--- src/rtl/pwm_ctrl_pkg.sv ---
// Shared definitions for the PWM soft-start sequencer: widths, state encoding
// and the clamped ramp-step helper.
package pwm_ctrl_pkg;

    localparam int STEP_W = 16;

    typedef enum logic [2:0] {
        ST_IDLE     = 3'd0,
        ST_RAMP     = 3'd1,
        ST_REGULATE = 3'd2,
        ST_FAULT    = 3'd3,
        ST_COOLDOWN = 3'd4
    } state_t;

    // Move cur one increment toward tgt in 17-bit arithmetic, landing exactly on
    // tgt instead of overshooting it or wrapping past either end of 16 bits.
    function automatic logic [STEP_W-1:0] step_toward(
        input logic [STEP_W-1:0] cur,
        input logic [STEP_W-1:0] tgt,
        input logic [STEP_W:0]   inc
    );
        logic [STEP_W:0]   up;
        logic [STEP_W:0]   dn;
        logic [STEP_W-1:0] result;
        up = {1'b0, cur} + inc;
        dn = {1'b0, cur} - inc;
        result = tgt;
        if (cur < tgt) begin
            if (up < {1'b0, tgt}) result = up[STEP_W-1:0];
        end else if (cur > tgt) begin
            // dn[STEP_W] set means the subtraction went below zero.
            if (!dn[STEP_W] && (dn > {1'b0, tgt})) result = dn[STEP_W-1:0];
        end
        return result;
    endfunction

endpackage

--- src/rtl/pwm_softstart_sequencer_if.sv ---
// Bundle between the register bank / PWM generator side and the sequencer.
interface pwm_softstart_sequencer_if;
    import pwm_ctrl_pkg::*;

    // Handshake: start, stop and clear_fault are one-cycle command pulses sampled
    // on the rising clock edge; there is no ready/ack, a pulse that the current
    // state does not accept is dropped. All other signals are levels.
    logic              start;
    logic              stop;
    logic              clear_fault;
    logic              ovp;
    logic [STEP_W-1:0] target_step;
    logic [STEP_W-1:0] target_fb_interval;

    logic [STEP_W-1:0] clock_step;
    logic [STEP_W-1:0] fb_interval;
    logic              gen_run;
    logic [2:0]        state;
    logic              busy;
    logic              fault;

    modport master (
        output start, stop, clear_fault, ovp, target_step, target_fb_interval,
        input  clock_step, fb_interval, gen_run, state, busy, fault
    );

    modport slave (
        input  start, stop, clear_fault, ovp, target_step, target_fb_interval,
        output clock_step, fb_interval, gen_run, state, busy, fault
    );

endinterface

--- src/rtl/ovp_debounce.sv ---
// Over-voltage filter: trips once ovp has been high for OVP_FILTER consecutive
// enabled cycles.
module ovp_debounce #(
    parameter int OVP_FILTER = 16
) (
    input  logic clock,
    input  logic reset,
    input  logic enable,
    input  logic ovp,
    output logic ovp_trip
);

    localparam int CW = $clog2(OVP_FILTER + 1);
    localparam logic [CW-1:0] LIMIT = CW'(OVP_FILTER);

    logic [CW-1:0] count;

    // Saturates at LIMIT so a long over-voltage cannot wrap back below it.
    always_ff @(posedge clock) begin
        if (reset || !enable || !ovp) begin
            count <= '0;
        end else if (count != LIMIT) begin
            count <= count + 1'b1;
        end
    end

    // Trip comes from the registered count, giving OVP_FILTER+1 cycles from
    // the first high sample to the generator being gated off.
    assign ovp_trip = enable && (count == LIMIT);

endmodule

--- src/rtl/pwm_softstart_sequencer.sv ---
// Sequences the PWM generator: soft-start ramp, slewing to new targets,
// over-voltage fault handling and cooldown before restart is allowed.
module pwm_softstart_sequencer
    import pwm_ctrl_pkg::*;
#(
    parameter int STEP_INC        = 16,
    parameter int RAMP_DIV        = 1024,
    parameter int START_STEP      = 64,
    parameter int OVP_FILTER      = 16,
    parameter int COOLDOWN_CYCLES = 65535
) (
    input logic                       clock,
    input logic                       reset,
    pwm_softstart_sequencer_if.slave  bus
);

    localparam int TW  = (RAMP_DIV > 1) ? $clog2(RAMP_DIV) : 1;
    localparam int CDW = (COOLDOWN_CYCLES > 0) ? $clog2(COOLDOWN_CYCLES + 1) : 1;

    localparam logic [TW-1:0]     TICK_LAST = TW'(RAMP_DIV - 1);
    localparam logic [CDW-1:0]    CD_LOAD   = CDW'(COOLDOWN_CYCLES);
    localparam logic [CDW-1:0]    CD_ONE    = CDW'(1);
    localparam logic [STEP_W-1:0] START_V   = STEP_W'(START_STEP);
    localparam logic [STEP_W:0]   INC_V     = (STEP_W + 1)'(STEP_INC);

    state_t            state_q, state_d;
    logic [STEP_W-1:0] step_q, step_d;
    logic [STEP_W-1:0] fb_q, fb_d;
    logic              run_q, run_d;
    logic              busy_q, busy_d;
    logic              fault_q, fault_d;
    logic [TW-1:0]     tick_q, tick_d;
    logic [CDW-1:0]    cool_q, cool_d;

    logic ovp_enable;
    logic ovp_trip;
    logic tick_done;

    assign ovp_enable = (state_q == ST_RAMP) || (state_q == ST_REGULATE);
    assign tick_done  = (tick_q == TICK_LAST);

    ovp_debounce #(
        .OVP_FILTER (OVP_FILTER)
    ) u_ovp (
        .clock    (clock),
        .reset    (reset),
        .enable   (ovp_enable),
        .ovp      (bus.ovp),
        .ovp_trip (ovp_trip)
    );

    always_ff @(posedge clock) begin
        if (reset) begin
            state_q <= ST_IDLE;
            step_q  <= '0;
            fb_q    <= '0;
            run_q   <= 1'b0;
            busy_q  <= 1'b0;
            fault_q <= 1'b0;
            tick_q  <= '0;
            cool_q  <= '0;
        end else begin
            state_q <= state_d;
            step_q  <= step_d;
            fb_q    <= fb_d;
            run_q   <= run_d;
            busy_q  <= busy_d;
            fault_q <= fault_d;
            tick_q  <= tick_d;
            cool_q  <= cool_d;
        end
    end

    // Event priority in RAMP/REGULATE: over-voltage trip, then stop, then ramp work.
    always_comb begin
        state_d = state_q;
        step_d  = step_q;
        tick_d  = tick_q;
        cool_d  = cool_q;

        case (state_q)
            ST_IDLE: begin
                step_d = '0;
                if (bus.start && !bus.stop) begin
                    state_d = ST_RAMP;
                    step_d  = (bus.target_step < START_V) ? bus.target_step : START_V;
                    tick_d  = '0;
                end
            end

            ST_RAMP: begin
                tick_d = tick_done ? '0 : tick_q + 1'b1;
                if (ovp_trip) begin
                    state_d = ST_FAULT;
                    step_d  = '0;
                end else if (bus.stop) begin
                    state_d = ST_IDLE;
                    step_d  = '0;
                end else if (tick_done) begin
                    if (step_q == bus.target_step) begin
                        state_d = ST_REGULATE;
                    end else begin
                        step_d = step_toward(step_q, bus.target_step, INC_V);
                    end
                end
            end

            ST_REGULATE: begin
                if (ovp_trip) begin
                    state_d = ST_FAULT;
                    step_d  = '0;
                end else if (bus.stop) begin
                    state_d = ST_IDLE;
                    step_d  = '0;
                end else if (bus.target_step != step_q) begin
                    state_d = ST_RAMP;
                    tick_d  = '0;
                end
            end

            ST_FAULT: begin
                step_d = '0;
                if (bus.clear_fault) begin
                    state_d = ST_COOLDOWN;
                    cool_d  = CD_LOAD;
                end
            end

            ST_COOLDOWN: begin
                // Leaves as the count reaches zero: COOLDOWN is visible for
                // exactly COOLDOWN_CYCLES cycles (at least one).
                step_d = '0;
                if (cool_q <= CD_ONE) begin
                    state_d = ST_IDLE;
                    cool_d  = '0;
                end else begin
                    cool_d = cool_q - 1'b1;
                end
            end

            default: begin
                state_d = ST_IDLE;
                step_d  = '0;
                tick_d  = '0;
                cool_d  = '0;
            end
        endcase
    end

    always_comb begin
        run_d   = (state_d == ST_RAMP) || (state_d == ST_REGULATE);
        busy_d  = (state_d == ST_RAMP) || (state_d == ST_COOLDOWN);
        fault_d = (state_d == ST_FAULT);
        fb_d    = run_d ? bus.target_fb_interval : '0;
    end

    assign bus.state       = state_q;
    assign bus.clock_step  = step_q;
    assign bus.fb_interval = fb_q;
    assign bus.gen_run     = run_q;
    assign bus.busy        = busy_q;
    assign bus.fault       = fault_q;

endmodule

--- src/flat_wrapper.sv ---
// flat-port wrapper written by rule: the top's interface ports become plain ports
module pwm_softstart_sequencer_flat import pwm_ctrl_pkg::*;
#(
    parameter int STEP_INC        = 16,
    parameter int RAMP_DIV        = 1024,
    parameter int START_STEP      = 64,
    parameter int OVP_FILTER      = 16,
    parameter int COOLDOWN_CYCLES = 65535
)
  (clock, reset, bus_start, bus_stop, bus_clear_fault, bus_ovp, bus_target_step, bus_target_fb_interval, bus_clock_step, bus_fb_interval, bus_gen_run, bus_state, bus_busy, bus_fault);
  pwm_softstart_sequencer_if bus_i ();
  input logic clock;
  input logic reset;
  input wire logic [$bits(bus_i.start)-1:0] bus_start;
  input wire logic [$bits(bus_i.stop)-1:0] bus_stop;
  input wire logic [$bits(bus_i.clear_fault)-1:0] bus_clear_fault;
  input wire logic [$bits(bus_i.ovp)-1:0] bus_ovp;
  input wire logic [$bits(bus_i.target_step)-1:0] bus_target_step;
  input wire logic [$bits(bus_i.target_fb_interval)-1:0] bus_target_fb_interval;
  output wire logic [$bits(bus_i.clock_step)-1:0] bus_clock_step;
  output wire logic [$bits(bus_i.fb_interval)-1:0] bus_fb_interval;
  output wire logic [$bits(bus_i.gen_run)-1:0] bus_gen_run;
  output wire logic [$bits(bus_i.state)-1:0] bus_state;
  output wire logic [$bits(bus_i.busy)-1:0] bus_busy;
  output wire logic [$bits(bus_i.fault)-1:0] bus_fault;
  assign bus_i.start = bus_start;
  assign bus_i.stop = bus_stop;
  assign bus_i.clear_fault = bus_clear_fault;
  assign bus_i.ovp = bus_ovp;
  assign bus_i.target_step = bus_target_step;
  assign bus_i.target_fb_interval = bus_target_fb_interval;
  assign bus_clock_step = bus_i.clock_step;
  assign bus_fb_interval = bus_i.fb_interval;
  assign bus_gen_run = bus_i.gen_run;
  assign bus_state = bus_i.state;
  assign bus_busy = bus_i.busy;
  assign bus_fault = bus_i.fault;
  pwm_softstart_sequencer #(.STEP_INC(STEP_INC), .RAMP_DIV(RAMP_DIV), .START_STEP(START_STEP), .OVP_FILTER(OVP_FILTER), .COOLDOWN_CYCLES(COOLDOWN_CYCLES)) u_core (.clock(clock), .reset(reset), .bus(bus_i));
endmodule
--- config.mk ---
export PLATFORM = sky130hd
export DESIGN_NAME = pwm_softstart_sequencer_flat
export DESIGN_NICKNAME = d
export VERILOG_FILES = /design/src/rtl/pwm_ctrl_pkg.sv /design/src/rtl/pwm_softstart_sequencer_if.sv /design/src/rtl/ovp_debounce.sv /design/src/rtl/pwm_softstart_sequencer.sv /design/src/flat_wrapper.sv
export SDC_FILE = /design/constraint.sdc
export NUM_CORES = 1
export LEC_CHECK = 0
export BUFFER_PORTS_ARGS = -buffer_cell sky130_fd_sc_hd__buf_4
export CAP_MARGIN = 10
export CORE_ASPECT_RATIO = 0.9
export CORE_UTILIZATION = 50
export CTS_BUF_LIST = sky130_fd_sc_hd__clkbuf_8
export DETAILED_ROUTE_END_ITERATION = 8
export PLACE_DENSITY = 0.77
export SYNTH_ARGS = -nofsm -noshare
export SYNTH_HDL_FRONTEND = slang
export SYNTH_SLANG_ARGS = --single-unit
--- constraint.sdc ---
create_clock -name clock -period 4.4 [get_ports clock]
set_input_delay 0.44 -clock clock [delete_from_list [all_inputs] [get_ports clock]]
set_output_delay 0.44 -clock clock [all_outputs]
set_load 0.02 [all_outputs]
==> flow_summary.ini <==
[synth]
yosys.area.top_type = dfxtp_1
synth.distinct_cells = 82
synth-warning-count = 0
synth_seq_cells = 69
synth_area_sq_um = 5080
synth_nets = 686
synth_area_leaders = dfxtp_1 27%, ha_1 11%, nor2_1 3.8%, a21oi_1 3.3%, o21ai_0 3.3%
synth_edf_count = 0
ys_seq_area_share_pct = 27.2
synth_cells = 602
synth_top_area_share_pct = 27.2
syn_area_per_cell_sq_um = 8.43
ys.flop_type = dfxtp_1
async_flop_share_pct = 0

[setup_path]
critPathMaxFanout = 14
r2r-start = u_core.bus.clock_step[9]
crit_path_end_kind = register
rrSetupSlack_ns = 0.57
worstReg2RegEnd = u_core.bus.clock_step[15]
crit_end = u_core.bus.clock_step[15]
required_ns = 4.64
r2r_cells = 12
critPathLaunchType = register
path_class = register to register
arrival_ns = 4.07
startpoint = u_core.bus.clock_step[9]

[global_routing]
grt_pass1_wl_um = 24800
antenna_found_initial = 0
grt_pass1_vias = 4882
track_usage_pct = 29.9
gr-total-overflow = 0
grt_start_max_net_pins = 48

[timing]
slew_headroom_pct = 30.3
setup_violations = 0
period_needed_ns = 3.83
drv_slew = 0
tns_ns = 0
rsz0062_at_grt = no
finalHoldViolCount = 0
fmax_mhz = 261
finalCritPeriodShare_pct = 87.0
finalClockSkew_ns = 0.0200
worst_pin_slew_ns = 1.04
timing.hold.ws_ns = 0.355

[pwr]
max-vdd-ir-drop_mv = 0.182
p_per_area_nw_per_um2 = 229
leakagePower_nw = 2.47

[detailed_routing]
drtAntennaViolNets = 0
drc_errors = 0
avgRoutedWirePerCell_um = 18.8
viasPerCell = 6.39
vias = 5088
drt_wl_total_um = 15000
drtIter0Drc = 310
drtPass1Iterations = 6

[layout]
finish.net_count = 749
n_antenna_cell = 0
areaGrowthSynthToFinish_pct = 15.3
post-route-util_pct = 59.8
mostFrequentLayoutCell = buf_4
final_cell_mix = 77 x buf_4, 69 x dfxtp_1, 52 x nor2_1
drive_gt1_share_pct = 19.9

[floorplanning]
floorplan.die_area_sq_um = 10600
pin_count = 76
fp.dieW_um = 108
die_y_um = 97.6
std_cell_rows = 34
initial_utilization_pct = 51.9
core_sq_um = 9780

[cts]
cts.clk_slew.worst_paths_ns = 0.08
clockBufferDepth = 2
ctsHoldBuffers = 0
cts_resized = 0
post_cts_buffers = 0
cts_buffers = 9
cts.htree.levels = 3
cts_sinks = 69
root_buffer = clkbuf_8
clk_latency_ns = 0.37
cts_tree = done

[run_status]
outcome = complete, no violations

[run]
max_cap_violations = 0

[min_path]
min_path_type = input pin to register

[placed_design]
port_buffers = 75
dp_hpwl_um = 11300
routabilityCongestion = 1.06
-- worst min path at each step --
stage / from / end / slack [ns] / cells past startpoint
6_report: bus_target_fb_interval[7] / u_core.bus.fb_interval[7] / 0.36 / 2
5_1_grt: bus_target_fb_interval[6] / u_core.bus.fb_interval[6] / 0.33 / 2
4_1_cts: bus_target_fb_interval[9] / u_core.bus.fb_interval[9] / 0.34 / 2
3_5_place_dp: u_core.tick_q[1] / u_core.tick_q[1] / 0.47 / 2
3_3_place_gp: u_core.tick_q[1] / u_core.tick_q[1] / 0.47 / 2
2_1_floorplan: u_core.cool_q[4] / u_core.cool_q[4] / 0.45 / 2
-- synth_stat cells (all sizes together), types with 10 or more instances --
| master | n |
|---|---|
| dfxtp | 69 |
| nor2 | 52 |
| ha | 46 |
| o21ai | 39 |
| nand2 | 37 |
| a21oi | 33 |
| inv | 32 |
| nor3 | 29 |
| nand3 | 24 |
| nor4b | 18 |
| clkbuf | 17 |
| xnor2 | 17 |
| xor2 | 17 |
| nand4 | 15 |
| nor4 | 11 |
| o211ai | 10 |
-- kinds of logic (layout without fill, tap and decap cells) --
group	after synthesis	after routing	synth area share, %
AND/OR/NAND/NOR	226	226	25.9
buffers and inverters	59	127	5.57
adder cells (fa/ha/maj)	46	46	11.3
flip-flops	69	69	27.2
XOR/XNOR	34	34	5.86
multiplexers	1	1	0.197
AO/OA/AOI/OAI	167	167	23.9
-- state kept, by name (all words and copies together), names as in the netlist --
| signal | count |
|---|---|
| u_core.u_ovp.count | 5 |
| u_core.bus.busy | 1 |
| u_core.bus.fb_interval | 16 |
| u_core.bus.fault | 1 |
| u_core.tick_q | 10 |
| u_core.cool_q | 16 |
| u_core.bus.clock_step | 16 |
| u_core.bus.gen_run | 1 |
| u_core.bus.state | 3 |
-- layout make-up --
type                       count  area (sq um)
clock buffer                  10           138
inverter                      33           124
timing repair buffer          78           589
clock inverter                 6          46.3
multi-input combinational    474          3420
sequential                    69          1380
tap                          126           158
fill                         904          3930
-- stage by stage --
stage	worst slack, ns	cell area, sq um	power [mW]	cells
final	0.571	5860	1.34	796
after global routing	0.424	5860	1.39	796
after CTS	0.658	5840	1.34	795
after detailed placement	0.679	5660	0.852	779
after global placement	0.718	5660	0.848	779
after floorplan	0.996	5080	0.776	602
-- power by group --
group / switching, mW / internal (mW) / total (mW)
registers: 0.00682 / 0.633 / 0.640
clock network: 0.272 / 0.224 / 0.496
logic: 0.122 / 0.0811 / 0.203
total: 0.401 / 0.938 / 1.34
-- routing by layer --
layer | global-route usage (%) | wire, um
met5 | 0 | 0
met4 | 8.85 | 285
met3 | 8.52 | 1310
met2 | 45.4 | 6810
met1 | 40.9 | 6590
-- critical path, stage by stage, from the launching register on --
cell      delay (ns)
dfxtp_1         0.49
or4_4           0.62
or3_4           0.38
nor2_1          0.12
xor2_1          0.25
ha_1            0.31
and3_2          0.26
nand2_1         0.07
o41a_2          0.18
o311ai_4        0.14
nor2_1          0.42
o21ai_1         0.12
a221o_1         0.35
Power figures use the tool's default switching activity.
